===== src/rtl/gate_sweep_ctrl_pkg.sv =====
// Shared definitions for the gate sweep self-test controller: FSM state
// encoding, settle-counter width and reference truth tables for 2-input gates.
package gate_sweep_ctrl_pkg;

  typedef enum logic [1:0] {
    IDLE  = 2'd0,
    WAIT  = 2'd1,
    CHECK = 2'd2,
    DONE  = 2'd3
  } sweep_state_t;

  localparam int unsigned CNT_W = 4;

  // Bit i of each table is the expected output for input vector i (a = bit1, b = bit0).
  localparam logic [3:0] TT_AND2  = 4'b1000;
  localparam logic [3:0] TT_OR2   = 4'b1110;
  localparam logic [3:0] TT_XOR2  = 4'b0110;
  localparam logic [3:0] TT_NAND2 = 4'b0111;

endpackage


===== src/rtl/gate_sweep_ctrl.sv =====
// Exhaustive self-test sequencer: walks every input vector of a combinational
// gate, waits a settle time, and tallies mismatches against a truth table.
module gate_sweep_ctrl
  import gate_sweep_ctrl_pkg::*;
#(
  parameter int unsigned              N_IN   = 2,
  parameter int unsigned              SETTLE = 1,
  parameter logic [(1<<N_IN)-1:0]     EXPECT = TT_AND2
) (
  input  logic            clk,
  input  logic            rst,
  input  logic            start,
  output logic [N_IN-1:0] dut_in,
  input  logic            dut_y,
  output logic            busy,
  output logic            done,
  output logic            pass,
  output logic [N_IN:0]   err_count,
  output logic            fail_seen,
  output logic [N_IN-1:0] first_fail
);

  localparam logic [N_IN-1:0]  LAST       = {N_IN{1'b1}};
  localparam logic [CNT_W-1:0] SETTLE_CNT = CNT_W'(SETTLE);

  sweep_state_t     state;
  logic [CNT_W-1:0] cnt;
  logic             exp_bit;
  logic             mismatch;

  // An X/Z gate output never case-equals the expected bit, so it scores as a mismatch.
  always_comb begin
    exp_bit  = EXPECT[dut_in];
    mismatch = (dut_y !== exp_bit);
  end

  always_ff @(posedge clk or posedge rst) begin
    if (rst) begin
      state      <= IDLE;
      cnt        <= '0;
      dut_in     <= '0;
      busy       <= 1'b0;
      done       <= 1'b0;
      pass       <= 1'b0;
      err_count  <= '0;
      fail_seen  <= 1'b0;
      first_fail <= '0;
    end else begin
      done <= 1'b0;
      case (state)
        IDLE: begin
          if (start) begin
            dut_in     <= '0;
            cnt        <= SETTLE_CNT;
            err_count  <= '0;
            fail_seen  <= 1'b0;
            first_fail <= '0;
            pass       <= 1'b0;
            busy       <= 1'b1;
            state      <= WAIT;
          end
        end
        WAIT: begin
          if (cnt == '0) begin
            state <= CHECK;
          end else begin
            cnt <= cnt - 1'b1;
          end
        end
        CHECK: begin
          if (mismatch) begin
            err_count <= err_count + 1'b1;
            if (!fail_seen) begin
              first_fail <= dut_in;
              fail_seen  <= 1'b1;
            end
          end
          if (dut_in == LAST) begin
            busy  <= 1'b0;
            done  <= 1'b1;
            state <= DONE;
          end else begin
            dut_in <= dut_in + 1'b1;
            cnt    <= SETTLE_CNT;
            state  <= WAIT;
          end
        end
        DONE: begin
          // err_count is final here; pass becomes visible one cycle after done.
          pass  <= (err_count == '0);
          state <= IDLE;
        end
        default: state <= IDLE;
      endcase
    end
  end

endmodule


===== config.mk =====
export PLATFORM = sky130hd
export DESIGN_NAME = gate_sweep_ctrl
export DESIGN_NICKNAME = d
export VERILOG_FILES = /design/src/rtl/gate_sweep_ctrl_pkg.sv /design/src/rtl/gate_sweep_ctrl.sv
export SDC_FILE = /design/constraint.sdc
export NUM_CORES = 1
export LEC_CHECK = 0
export CORE_ASPECT_RATIO = 1.1
export CORE_MARGIN = 4
export CORE_UTILIZATION = 51
export DETAILED_ROUTE_END_ITERATION = 7
export HOLD_SLACK_MARGIN = 0.15
export PLACE_DENSITY = 0.77
export SLEW_MARGIN = 10
export SYNTH_ARGS = -nofsm -noshare
export SYNTH_HDL_FRONTEND = slang
export SYNTH_SLANG_ARGS = --single-unit

===== constraint.sdc =====
create_clock -name clk -period 2.1 [get_ports clk]
set_clock_uncertainty 0.05 [all_clocks]
set_input_delay 0.42 -clock clk [delete_from_list [all_inputs] [get_ports clk]]
set_output_delay 0.42 -clock clk [all_outputs]
set_load 0.05 [all_outputs]

==> results.sh <==
export IMPL_status="finished clean"
export IMPL_synth_warning_count=0
export IMPL_clock_latency_ns=0.28
export IMPL_synth_area_um2=927.1
export IMPL_slowest_stage="clkdlybuf4s50_1"
export IMPL_finalSetupTns_ns=0
export IMPL_pre_cts_ws_ns=0.2455
export IMPL_initial_core_util=0.5614
export IMPL_hold_buffers=0
export IMPL_grt_start_max_net_pins=18
export IMPL_rows=15
export IMPL_cp_depth=1
export IMPL_die_h_um=52.72
export IMPL_endpoint_kind="output port"
export IMPL_synth_nets=101
export IMPL_grt_pass1_vias=769
export IMPL_cp_startpoint="dut_in[1]"
export IMPL_p_leak_nw=0.4870
export IMPL_startpoint_type="flop"
export IMPL_clkTransAtPathRegs_ns=0.09
export IMPL_fp_coreArea_mm2=0.001652
export IMPL_drt_pass1_iter_count=3
export IMPL_layout_commonest_cell="dfrtp_1"
export IMPL_cts_tree="yes"
export IMPL_hold_class="in -> async"
export IMPL_wl_per_cell_um=14.88
export IMPL_reg2reg_from="cnt[0]"
export IMPL_worst_slew_pin_slew_ns=0.6364
export IMPL_finalWirelength_um=1875
export IMPL_p_per_area_mw_per_mm2=1206
export IMPL_path_class="reg -> out"
export IMPL_cts_sinks=17
export IMPL_pin_count=15
export IMPL_slowest_delay_ns=0.84
export IMPL_drv_cap=0
export IMPL_synth_ff_latch_count=17
export IMPL_via_per_inst=5.722
export IMPL_drive_above_1_share=0.1009
export IMPL_reg2reg_depth=5
export IMPL_vdd_drop_max_uv=688.3
export IMPL_min_period_over_period=0.9663
export IMPL_dp_hpwl_um=1405
export IMPL_ys_seq_area_frac=0.4588
export IMPL_grt_ovfl_total=0
export IMPL_ys_types=36
export IMPL_drt_iter0_drc=2
export IMPL_cts_max_level=1
export IMPL_place_gp_congestion=0.7920
export IMPL_required_ns=1.63
export IMPL_final_max_slew_violation_count=0
export IMPL_arrival_ns=1.56
export IMPL_drc=0
export IMPL_cp_max_fo=5
export IMPL_max_slew_margin_rel=0.5753
export IMPL_fmax_mhz=492.8
export IMPL_final_cell_mix="dfrtp_1, clkdlybuf4s50_1, inv_1"
export IMPL_path_cells="clkdlybuf4s50_1"
export IMPL_synth_cells=92
export IMPL_grt_pass1_wl_um=3381
export IMPL_hold_violations=0
export IMPL_vias=721
export IMPL_worst_slack_ns=0.07085
export IMPL_crit_end="dut_in[1]"
export IMPL_portBuffers=14
export IMPL_cts_buffers_inserted=3
export IMPL_nNetsFinal=119
export IMPL_regToRegEndpoint="cnt[2]"
export IMPL_antenna_found_initial=0
export IMPL_setup_violations=0
export IMPL_crit_buf_inv=1
export IMPL_grt_usage=0.1697
export IMPL_ant_nets=0
export IMPL_dieArea_mm2=0.002565
export IMPL_syn_avg_cell_area_um2=10.08
export IMPL_syn2layout_area_growth_pct=19.70
export IMPL_cts_root_buf="clkbuf_4"
export IMPL_r2r_setup_slack_ns=0.27
export IMPL_die_w_um=48.65
export IMPL_cp_top_family="buffers and inverters"
export IMPL_fin_crit_ns=2.029
export IMPL_cts_buffer_depth=2
export IMPL_rsz0062_at_grt="no"
export IMPL_diodes=0
cells by family (layout without fill, tap and decap cells):
kind of cell | Yosys count | count (layout) | share of synthesized area
adders and majority gates | 5 | 5 | 0.06748
muxes | 2 | 2 | 0.02159
buffers and inverters | 13 | 30 | 0.06072
AOI/OAI and AO/OA | 22 | 22 | 0.1876
and+or+nand+nor | 32 | 32 | 0.1944
DFF | 17 | 17 | 0.4588
xor gates and xnor gates | 1 | 1 | 0.009448
repair_timing:
action | in CTS | in global routing
buffers inserted | 0 | 0
endpoints found under the hold margin | 0 | 0
resized for setup | 0 | 1
endpoints found under the setup margin | 0 | 1
state kept, by name (all words and copies together), names as in the netlist:
register	count
cnt	4
dut_in	2
pass	1
fail_seen	1
err_count	3
first_fail	2
done	1
state	2
busy	1
per-layer routing:
metal | wire length (um) | share of wire | up-vias | GRT usage
met3 | 69 | 0.037 | 4 | 0.03134
met1 | 794 | 0.42 | 349 | 0.1919
met2 | 979 | 0.52 | 12 | 0.3065
met4 | 31 | 0.017 | 0 | 0.08072
li1 | - | - | 356 | -
met5 | 0 | 0 | - | 0
synthesized netlist by cell type:
cell type	n	share of area
dfrtp_1	17	0.46
inv_1	11	0.045
nand2_1	10	0.040
a21oi_1	7	0.038
ha_1	5	0.067
nand2b_1	3	0.020
nor2_1	3	0.012
mux2i_1	2	0.022
nand3_1	2	0.011
nor2b_1	2	0.013
nor3_1	2	0.011
o211ai_1	2	0.016
o21ai_0	2	0.011
or3b_2	2	0.019
a221o_1	1	0.011
a22oi_1	1	0.0081
a2bb2oi_1	1	0.0094
a311oi_1	1	0.0094
and2_1	1	0.0068
buf_6	1	0.012
clkbuf_1	1	0.0040
nor3b_1	1	0.0081
nor4_1	1	0.0068
nor4b_1	1	0.0094
o21bai_1	1	0.0081
o221ai_2	1	0.016
o22ai_1	1	0.0068
o2bb2ai_1	1	0.0094
o311ai_0	1	0.0094
o311ai_2	1	0.018
o41ai_2	1	0.018
or2_2	1	0.0068
or2b_1	1	0.0081
or3_1	1	0.0068
or4b_4	1	0.015
xnor2_1	1	0.0094
metrics by stage:
| step | utilization | cell area [um2] | total power [mW] | hold WS (ns) | std cells |
|---|---|---|---|---|---|
| 2_1_floorplan | - | 927.1 | 1.002 | 0.2961 | 92 |
| 3_5_place_dp | 0.6545 | 1081 | 1.178 | 0.4720 | 122 |
| 5_1_grt | 0.6720 | 1110 | 1.457 | 0.5096 | 126 |
| 4_1_cts | 0.6705 | 1107 | 1.357 | 0.4863 | 126 |
| 3_3_place_gp | 0.6545 | 1081 | 1.149 | 0.4564 | 122 |
| 6_report | 0.6720 | 1110 | 1.338 | 0.4608 | 126 |
cell type report:
cell class                 count  area, um2
sequential                    17      425.4
tap                           17      21.27
fill                         142      541.8
inverter                      11      41.29
timing repair buffer          15      150.1
clock buffer                   4      26.28
multi-input combinational     62      445.4
worst min path at each step:
stage	end	cells past startpoint	from
after floorplan	busy	1	rst
after global placement	cnt[1]	1	cnt[1]
after detailed placement	first_fail[0]	2	first_fail[0]
after CTS	busy	2	rst
after global routing	first_fail[0]	2	first_fail[0]
final	dut_in[0]	2	rst
power by group:
group | total [mW] | leakage [nW] | internal [mW] | switching [mW]
combinational | 0.628 | 0.250 | 0.263 | 0.365
sequential | 0.538 | 0.222 | 0.409 | 0.129
clock | 0.172 | 0.0150 | 0.0738 | 0.0982
Power figures use the tool's default switching activity.
